## src/rtl/filter_select_sequencer.sv

```systemverilog
// filter_select_sequencer: debounces the filter request and sequences each select change
// as fade-out, switch, settle and fade-in so the lowpass switchover never clicks.
module filter_select_sequencer #(
  parameter int DATA_W        = 16,
  parameter int FILT_W        = 3,
  parameter int RESET_FILTER  = 1,
  parameter int DEBOUNCE_SAMP = 480,
  parameter int RAMP_LOG2     = 8,
  parameter int SETTLE_SAMP   = 64
) (
  input  logic                     clk_48,
  input  logic                     reset_n,
  input  logic [FILT_W-1:0]        filter_req,
  output logic [FILT_W-1:0]        filter,
  input  logic signed [DATA_W-1:0] lp_in,
  output logic signed [DATA_W-1:0] audio_out,
  output logic                     busy
);
  localparam int DW = $clog2(DEBOUNCE_SAMP + 1);
  localparam int SW = $clog2(SETTLE_SAMP + 1);
  localparam int GW = RAMP_LOG2 + 1;
  localparam int PW = DATA_W + GW + 1;
  localparam logic [GW-1:0]     UNITY    = {1'b1, {RAMP_LOG2{1'b0}}};
  localparam logic [DW-1:0]     DEB_LAST = DW'(DEBOUNCE_SAMP - 1);
  localparam logic [SW-1:0]     SET_LAST = SW'(SETTLE_SAMP - 1);
  localparam logic [FILT_W-1:0] RST_F    = FILT_W'(RESET_FILTER);
  typedef enum logic [2:0] {IDLE, FADE_OUT, SWITCH, SETTLE, FADE_IN} state_t;
  state_t                   state_q, state_d;
  logic [FILT_W-1:0]        cand_q, cand_d, stable_q, stable_d, filter_q, filter_d;
  logic [DW-1:0]            deb_q, deb_d;
  logic [SW-1:0]            settle_q, settle_d;
  logic [GW-1:0]            gain_q, gain_d, gain_dn, gain_up;
  logic signed [DATA_W-1:0] audio_q, audio_d;
  logic                     busy_q, chg;
  logic signed [PW-1:0]     prod, scaled;
  always_comb begin
    cand_d   = filter_req != cand_q ? filter_req : cand_q;
    deb_d    = filter_req != cand_q ? '0 : deb_q == DEB_LAST ? deb_q : deb_q + 1'b1;
    stable_d = (filter_req == cand_q && deb_q == DEB_LAST) ? cand_q : stable_q;
  end
  assign chg     = stable_q != filter_q;
  assign gain_dn = gain_q == '0 ? gain_q : gain_q - 1'b1;
  assign gain_up = gain_q == UNITY ? gain_q : gain_q + 1'b1;
  // Fade exits look at the next gain so the switch/idle follows the last ramp step directly.
  always_comb begin
    state_d  = state_q;
    gain_d   = gain_q;
    filter_d = filter_q;
    settle_d = settle_q;
    unique case (state_q)
      IDLE:     state_d = chg ? FADE_OUT : IDLE;
      FADE_OUT: begin
        state_d = !chg ? FADE_IN : gain_dn == '0 ? SWITCH : FADE_OUT;
        gain_d  = chg ? gain_dn : gain_q;
      end
      SWITCH: begin
        filter_d = stable_q;
        settle_d = '0;
        state_d  = SETTLE;
      end
      SETTLE: begin
        settle_d = settle_q + 1'b1;
        state_d  = chg ? SWITCH : settle_q == SET_LAST ? FADE_IN : SETTLE;
      end
      FADE_IN: begin
        state_d = chg ? FADE_OUT : gain_up == UNITY ? IDLE : FADE_IN;
        gain_d  = chg ? gain_q : gain_up;
      end
      default:  state_d = IDLE;
    endcase
  end
  always_comb begin
    prod    = $signed({{(GW + 1){lp_in[DATA_W-1]}}, lp_in}) * $signed({{DATA_W{1'b0}}, 1'b0, gain_q});
    scaled  = prod >>> RAMP_LOG2;
    audio_d = scaled[DATA_W-1:0];
  end
  always_ff @(posedge clk_48 or negedge reset_n) begin
    if (!reset_n) begin
      state_q  <= IDLE;
      cand_q   <= RST_F;
      stable_q <= RST_F;
      filter_q <= RST_F;
      deb_q    <= '0;
      settle_q <= '0;
      gain_q   <= UNITY;
      audio_q  <= '0;
      busy_q   <= 1'b0;
    end else begin
      state_q  <= state_d;
      cand_q   <= cand_d;
      stable_q <= stable_d;
      filter_q <= filter_d;
      deb_q    <= deb_d;
      settle_q <= settle_d;
      gain_q   <= gain_d;
      audio_q  <= audio_d;
      busy_q   <= state_d != IDLE;
    end
  end
  assign filter    = filter_q;
  assign audio_out = audio_q;
  assign busy      = busy_q;
endmodule
```

## config.mk

```make
export PLATFORM = sky130hd
export DESIGN_NAME = filter_select_sequencer
export DESIGN_NICKNAME = d
export VERILOG_FILES = /design/src/rtl/filter_select_sequencer.sv
export SDC_FILE = /design/constraint.sdc
export NUM_CORES = 1
export LEC_CHECK = 0
export CAP_MARGIN = 20
export CORE_MARGIN = 2
export CORE_UTILIZATION = 45
export DETAILED_ROUTE_END_ITERATION = 10
export PLACE_DENSITY = 0.72
export SYNTH_ARGS = -nofsm -noshare
export SYNTH_HDL_FRONTEND = slang
export SYNTH_SLANG_ARGS = --single-unit
```

## constraint.sdc

```tcl
create_clock -name clk_48 -period 14.6 [get_ports clk_48]
set_input_delay 1.46 -clock clk_48 [delete_from_list [all_inputs] [get_ports clk_48]]
set_output_delay 1.46 -clock clk_48 [all_outputs]
set_load 0.05 [all_outputs]
```

* Yosys cells after proc, flatten, opt, wreduce, memory -nomap -nowiden
Cells that the tools add are included.
** Cells by class
- Equal/unequal tests :: 14
- Reductions and logical operators :: 8
- Multiply operators :: 1
- Add/subtract/negate cells :: 4
- Muxes and demuxes :: 16
** Operators with widths (count)
- 9-bit 2-to-1 mux :: 6
- 9-bit equality test, second input constant :: 3
- 16-bit by 10-bit multiplier with 24-bit output :: 1
- 9-bit by 1-bit adder with 9-bit output, second input constant :: 2
- 9-bit logical NOT :: 2
- 9-bit case mux with 2 select lines :: 1
- 3-bit 2-to-1 mux :: 5
- 3-bit case mux with 5 select lines :: 1
- 7-bit case mux with 2 select lines :: 1
- 9-bit by 1-bit subtractor with 9-bit output, second input constant :: 1
- 7-bit by 1-bit adder with 7-bit output, second input constant :: 1
- 7-bit by 6-bit equality test with 1-bit output, second input constant :: 1
- 3-bit by 2-bit equality test with 1-bit output, second input constant :: 2
- 2-bit != test, second input constant :: 3
- 3-bit != test :: 2
- 2-bit nonzero test :: 2
- 3-bit by 1-bit equality test with 1-bit output, second input constant :: 1
- 3-bit equality test :: 1
- 3-bit equality test, second input constant :: 1
- 3-bit logical NOT :: 1
- 3-bit AND reduction :: 1
- 3-bit nonzero test :: 1
- 2-bit 2-to-1 mux :: 1
- 1-bit logical AND :: 1
- 1-bit 2-to-1 mux :: 1
** Storage, ports and cells
- Flip-flop bits (word level) :: 54
- Input port bits :: 21
- Output and inout port bits :: 20

* Depth between registers and ports, before layout
Gate-level depths: netlist of run 1.
- Depth after elaboration :: 7
- Mapped depth :: 22
- Mapped depth without buffers :: 19

* Least setup slack after synthesis of run 1
No wires, ideal clock.
- Path kind :: input to register
- Start :: in lp_in[11]
- End :: reg audio_q[14], in the netlist audio_out[14]
- Path slack :: 8.433 ns
- Library setup time :: 0.128 ns
- Cell stages on the path :: 18
- Arrival time :: 6.040 ns
- Cell sequence :: clkbuf_1 > nand2_1 > fa_1 > inv_1 > fa_1 > fa_1 > fa_1 > inv_1 > fa_1 > inv_1 > ha_1 > a21o_1 > a21o_1 > a31oi_4 > nor3b_1 > o31ai_2 > o21bai_1 > xor2_1
** Between the ends
- Word-level cells in the longest chain between the ends :: 1
** RTL lines
- from (decl) :: line 15 : input logic signed [DATA_W-1:0] lp_in,
- 16-bit by 10-bit multiplier with 24-bit output :: line 73 : prod = $signed({{(GW + 1){lp_in[DATA_W-1]}}, lp_in}) * $signed({{DATA_W{1'b0}}, 1'b0, gain_q});
- via prod[22] :: line 35 : logic signed [PW-1:0] prod, scaled;
- to (signal assigned) :: line 96 : audio_q <= audio_d;
- to (decl) :: line 33 : logic signed [DATA_W-1:0] audio_q, audio_d;
The timed path passes the listed nets, and every way through them passes these cells.
A chain may end at the register's enable or synchronous reset.

* Worst setup path in the final report of run 1
- Start :: in lp_in[8]
- End :: reg audio_q[14], in the netlist audio_out[14]
The elaborated chain is that of the path after synthesis.

==> impl_metrics.env, run 1 <==
export IMPL_clock_sinks=54
export IMPL_nFillCells=1611
export IMPL_clock_skew_ns=0.00624
export IMPL_synthFlopType="dfrtp_1"
export IMPL_maxCapViolations=0
export IMPL_hold_viol=0
export IMPL_grt_usage_pct=19.0
export IMPL_htree_levels=2
export IMPL_synthTopCellsByArea="fa_1, dfrtp_1, ha_1, inv_1, and2_1"
export IMPL_yosys_area_top_type="fa_1"
export IMPL_layout_commonest_cell="inv_1"
export IMPL_floorplan_initialDensity_pct=45.5
export IMPL_cts_repair_resized=0
export IMPL_root_buffer="clkbuf_16"
export IMPL_max_freq_ghz=0.148
export IMPL_power_mw=0.303
export IMPL_async_flop_share_pct=100
export IMPL_rsz0062_at_grt="no"
export IMPL_core_um2=16300
export IMPL_wl_per_cell_um=14.8
export IMPL_ctsHoldBuffers=0
export IMPL_portBuffers=40
export IMPL_netlist_area_um2=7440
export IMPL_area_delta_synth_final_pct=9.75
export IMPL_r2r_end="audio_out[14]"
export IMPL_placedCellCount=1035
export IMPL_drc=0
export IMPL_fin_nets=1012
export IMPL_finalCritPeriodShare_pct=46.2
export IMPL_met1_usage_pct=24.7
export IMPL_crit_fanout=9
export IMPL_clk_pin_slew_ns=0.07
export IMPL_postCtsSetupBuffers=0
export IMPL_max_slew_margin_pct=37.7
export IMPL_drv_slew=0
export IMPL_reg2reg_setup_slack_ns=8.80
export IMPL_grt_pass1_vias=5813
export IMPL_vias=5339
export IMPL_layoutNonFillerInstCount=1044
export IMPL_synth_edff_count=0
export IMPL_power_density_nw_per_um2=37.1
export IMPL_tightestPinTransition_ns=0.935
export IMPL_chipHeight_um=133
export IMPL_top_usage_layer="met2"
export IMPL_status="finished, final reports clean"
export IMPL_antenna_cells=0
export IMPL_drive_gt1_share_pct=4.49
export IMPL_synth_seq_cells=54
export IMPL_drtIter0Drc=256
export IMPL_dp_hpwl_mm=11.9
export IMPL_cts_made_buffers=5
export IMPL_synth_top_area_share_pct=30.7
export IMPL_peakVddDrop_v=0.0000488
export IMPL_cp_start_kind="input pin"
export IMPL_ff2ff_path_depth=17
export IMPL_yosys_warnings=0
export IMPL_grt_met3_usage_pct=2.18
export IMPL_tns_ns=0
export IMPL_final_cell_mix="inv_1, fa_1, nand2_1"
export IMPL_hp_class="reg2reg"
export IMPL_crit_type="in2reg"
export IMPL_tritoncts="done"
export IMPL_finalWirelength_mm=15.4
export IMPL_period_minus_slack_ns=6.75
export IMPL_ys_types=59
export IMPL_grt_antenna_before_repair=0
export IMPL_fp_row_count=47
export IMPL_holdPathStages=1
export IMPL_worstSetupEndpointType="flop"
export IMPL_syn_inst=812
export IMPL_gp_congestion=0.826
export IMPL_power_leakage_nw=4.29
export IMPL_synth_seq_area_share_pct=18.2
export IMPL_worstPathArrival_ns=6.92
export IMPL_holdPathEnd="settle_q[5]"
export IMPL_vias_per_cell=5.11
export IMPL_clkLatencyLatePin_ns=0.29
export IMPL_post_synth_cell_area_avg_um2=9.16
export IMPL_finalSetupViolCount=0
export IMPL_dieArea_um2=17600
export IMPL_die_w_um=133
export IMPL_grt_max_degree=55
export IMPL_io_pins=41
export IMPL_dr_pass1_iters=4
export IMPL_overflow=0
export IMPL_required_ns=14.77
export IMPL_grt_first_pass_wirelength_mm=27.3
export IMPL_hold_start="settle_q[5]"
export IMPL_detail_route_antenna_nets=0
export IMPL_synth_fp_nets=1001
export IMPL_grt_use_met2_pct=34.3
export IMPL_reg2reg_from="gain_q[1]"
export IMPL_clock_path_buffers=2
==> worst max path at each step <==
stage | start | end | cells past startpoint
6_report | lp_in[8] | audio_out[14] | 18
5_1_grt | lp_in[7] | audio_out[14] | 18
4_1_cts | lp_in[8] | audio_out[14] | 18
3_5_place_dp | lp_in[8] | audio_out[14] | 18
3_3_place_gp | lp_in[11] | audio_out[14] | 18
2_1_floorplan | lp_in[11] | audio_out[14] | 18
==> worst max-delay path, stage by stage <==
cell and delay [ns]:
clkdlybuf4s50_1 0.75, nand2_1 0.16, fa_1 0.59, inv_1 0.06
fa_1 0.49, fa_1 0.41, fa_1 0.56, inv_1 0.06
fa_1 0.53, inv_1 0.04, ha_1 0.35, a21o_1 0.24
a21o_1 0.21, a31oi_4 0.20, nor3b_1 0.11, o31ai_2 0.44
o21bai_1 0.12, xor2_1 0.15
==> sequential cells by signal, summed over array words and instances, names as in the netlist <==
register / cells
settle_q: 7
gain_q: 9
busy: 1
state_q: 3
stable_q: 3
cand_q: 3
audio_out: 16
deb_q: 9
filter: 3
==> per-stage QoR <==
stage	cell area (um^2)	util, %	hold slack, ns	setup slack (ns)
global placement	7970	48.7	0.471	7.65
floorplan	7440	-	0.444	8.43
global route	8170	49.9	0.527	7.56
detailed placement	7970	48.7	0.482	7.53
finish	8170	49.9	0.491	7.85
CTS	8140	49.8	0.492	7.82
==> synth_stat cells, drive strengths merged, types with 8 or more instances <==
cell type and n:
nor3 9, a21oi 19, and3 8, and2 73
o21ai 21, clkbuf 26, dfrtp 50, ha 54
nand3 17, nor2 36, buf 13, inv 136
xnor2 21, fa 114, xor2 21, nand2 106
==> where the power goes <==
group	leakage (nW)	switching (mW)	internal (mW)
Combinational	3.47	0.0108	0.00587
Clock	0.0842	0.0542	0.0813
Sequential	0.735	0.000519	0.150
Total	4.29	0.0654	0.237
==> per-layer routing <==
layer	wire (um)	part of all wire, %
met1	6620	43
met2	8110	53
met3	528	3.4
met4	146	0.95
met5	0	0
==> layout make-up <==
class / instances / area, um^2 / share of cell area, %
multi-input combinational: 583 / 5420 / 66.3
sequential: 54 / 1360 / 16.6
inverter: 136 / 510 / 6.25
timing repair buffer: 43 / 438 / 5.36
tap: 220 / 275 / 3.37
clock buffer: 5 / 125 / 1.53
clock inverter: 3 / 43.8 / 0.536
==> kinds of logic (layout without fill, tap and decap cells) <==
| logic type | count (synthesis) | in the layout | synth area share, % |
|---|---|---|---|
| flops | 54 | 54 | 18.2 |
| xor+xnor | 42 | 42 | 4.94 |
| compound gates | 78 | 78 | 6.98 |
| mux | 10 | 10 | 1.45 |
| simple gates | 285 | 285 | 19.7 |
| fa+ha+maj | 168 | 168 | 39.8 |
| buf+inv | 175 | 187 | 8.96 |
Power figures use the tool's default switching activity.
==> run 2: changes to the inputs <==
Settings changed: PLACE_DENSITY 0.72 to 0.74.
Clock period 14.6 ns to 6.05 ns, I/O delays scaled along.
==> run 2 against run 1 <==
Flip-flop and latch count did not move. Sequential share of layout area fell by 0.23 points. Clock power rose by 110%. Critical endpoint is now audio_out[8]. Largest power group unchanged.
==> impl_metrics.env, run 2 (synthesized netlist as in run 1, its figures left out) <==
export IMPL_finalWirelength_mm=15.7
export IMPL_detail_route_antenna_nets=0
export IMPL_chipHeight_um=133
export IMPL_area_delta_synth_final_pct=11.3
export IMPL_root_buffer="clkbuf_16"
export IMPL_ctsHoldBuffers=0
export IMPL_wl_per_cell_um=14.8
export IMPL_dr_pass1_iters=4
export IMPL_portBuffers=40
export IMPL_cpPeakStageDelay_ns=0.69
export IMPL_drc=0
export IMPL_required_ns=6.22
export IMPL_clock_skew_ns=0.00631
export IMPL_peakVddDrop_v=0.000128
export IMPL_clk_pin_slew_ns=0.07
export IMPL_htree_levels=2
export IMPL_drive_gt1_share_pct=6.62
export IMPL_rsz0062_at_grt="no"
export IMPL_grt_max_degree=55
export IMPL_core_um2=16300
export IMPL_worstPathArrival_ns=5.93
export IMPL_place_area_um2=8140
export IMPL_vias=5521
export IMPL_clkLatencyLatePin_ns=0.29
export IMPL_largest_register_ffs=16
export IMPL_crit_path_top_delay_cell="clkdlybuf4s50_1"
export IMPL_vias_per_cell=5.18
export IMPL_antenna_cells=0
export IMPL_io_pins=41
export IMPL_grt_pass1_vias=6024
export IMPL_final_cell_mix="inv_1, fa_1, nand2_1"
export IMPL_crit_fanout=9
export IMPL_fin_nets=1034
export IMPL_cts_made_buffers=5
export IMPL_dieArea_um2=17600
export IMPL_clock_sinks=54
export IMPL_multi_input_area_um2=5420
export IMPL_grt_first_pass_wirelength_mm=27.8
export IMPL_drv_slew=0
export IMPL_overflow=0
export IMPL_period_minus_slack_ns=5.77
export IMPL_postLayoutCellArea_um2=8280
export IMPL_max_slew_margin_pct=39.8
export IMPL_power_density_nw_per_um2=82.9
export IMPL_fp_row_count=47
export IMPL_nFillCells=1588
export IMPL_crit_type="in2reg"
export IMPL_tns_ns=0
export IMPL_tightestPinTransition_ns=0.902
export IMPL_max_freq_ghz=0.173
export IMPL_cp_start_kind="input pin"
export IMPL_grt_antenna_before_repair=0
export IMPL_drtIter0Drc=351
export IMPL_gp_congestion=0.850
export IMPL_floorplan_initialDensity_pct=45.5
export IMPL_layout_commonest_cell="inv_1"
export IMPL_die_w_um=133
export IMPL_status="finished, final reports clean"
export IMPL_worstSetupEndpointType="flop"
export IMPL_maxCapViolations=0
export IMPL_dp_hpwl_mm=12.7
export IMPL_seqCellArea_um2=1360
export IMPL_clock_path_buffers=2
export IMPL_finalCritPeriodShare_pct=95.3
export IMPL_finalSetupViolCount=0
export IMPL_tritoncts="done"
export IMPL_grt_usage_pct=19.3
export IMPL_hp_class="in2async"
export IMPL_hold_viol=0
export IMPL_power_leakage_nw=4.39
export IMPL_cp_cell_sequence="clkdlybuf4s50_1 > nand2_1 > fa_1 > inv_1 > fa_1 > inv_1 > fa_1 > inv_1 > fa_1 > inv_1 > fa_1 > inv_1 > ha_1 > nor2_1 > nand2_1 > o22ai_1 > nor3_2 > o311a_1 > a311o_1"
## run 2: cell types whose count changed in the layout (fill, tap and decap cells not counted)
| cell | previous run | this run |
|---|---|---|
| buf_16 | 1 | 0 |
| buf_4 | 2 | 25 |
| bufinv_16 | 1 | 0 |
| clkbuf_1 | 0 | 3 |
| clkdlybuf4s50_1 | 39 | 38 |
| clkinv_2 | 1 | 0 |
| dlymetal6s2s_1 | 0 | 1 |
| inv_6 | 1 | 0 |
## run 2: worst paths after layout
path | start | endpoint | slack (ns) | depth (start not counted)
max reg2reg | gain_q[3] | audio_out[8] | 0.43 | 18
max | lp_in[5] | audio_out[8] | 0.28 | 19
min in group clk_48 | settle_q[5] | settle_q[5] | 0.49 | 1
min reg2reg | settle_q[5] | settle_q[5] | 0.49 | 1
min | reset_n | audio_out[1] | 0.43 | 2
max in group asynchronous | reset_n | audio_out[13] | 5.16 | 2
## run 2: layer usage
metal	global-route usage (%)	up-vias	routed length (um)
li1	-	2598	-
met1	24.4	2782	6730
met2	35.3	115	8220
met3	2.15	26	549
met4	4.48	0	229
met5	0	-	0
## run 2: area by class of cell
type	instances	area share, %
multi-input combinational	583	65.4
sequential	54	16.4
timing repair buffer	65	7.07
inverter	136	6.17
tap	220	3.32
clock buffer	8	1.65
## run 2: critical path, delay by kind of cell
| family | cells | cell delay (ns) |
|---|---|---|
| fa+ha+maj | 6 | 2.84 |
| simple gates | 4 | 0.43 |
| compound gates | 3 | 1.11 |
| buf+inv | 6 | 0.93 |
## run 2: timing repair
action | CTS | global route
setup buffers | 0 | 0
setup endpoints to repair | 0 | 1
gates resized for setup | 0 | 1
## run 2: through the flow
step	hold slack (ns)	power [mW]	cells	worst slack (ns)	utilization, %
after floorplan	0.309	0.383	812	0.553	-
after global placement	0.470	0.415	1058	0.0903	49.8
after detailed placement	0.478	0.415	1058	-0.0108	49.8
after CTS	0.471	0.693	1066	0.281	50.6
after global routing	0.499	0.710	1066	0.0219	50.7
final	0.432	0.686	1066	0.282	50.7
## run 2: where the power goes
group | switching [mW] | internal [mW] | total [mW]
registers | 0.00124 | 0.363 | 0.364
clock network | 0.124 | 0.154 | 0.278
logic | 0.0264 | 0.0177 | 0.0441
total | 0.151 | 0.535 | 0.686
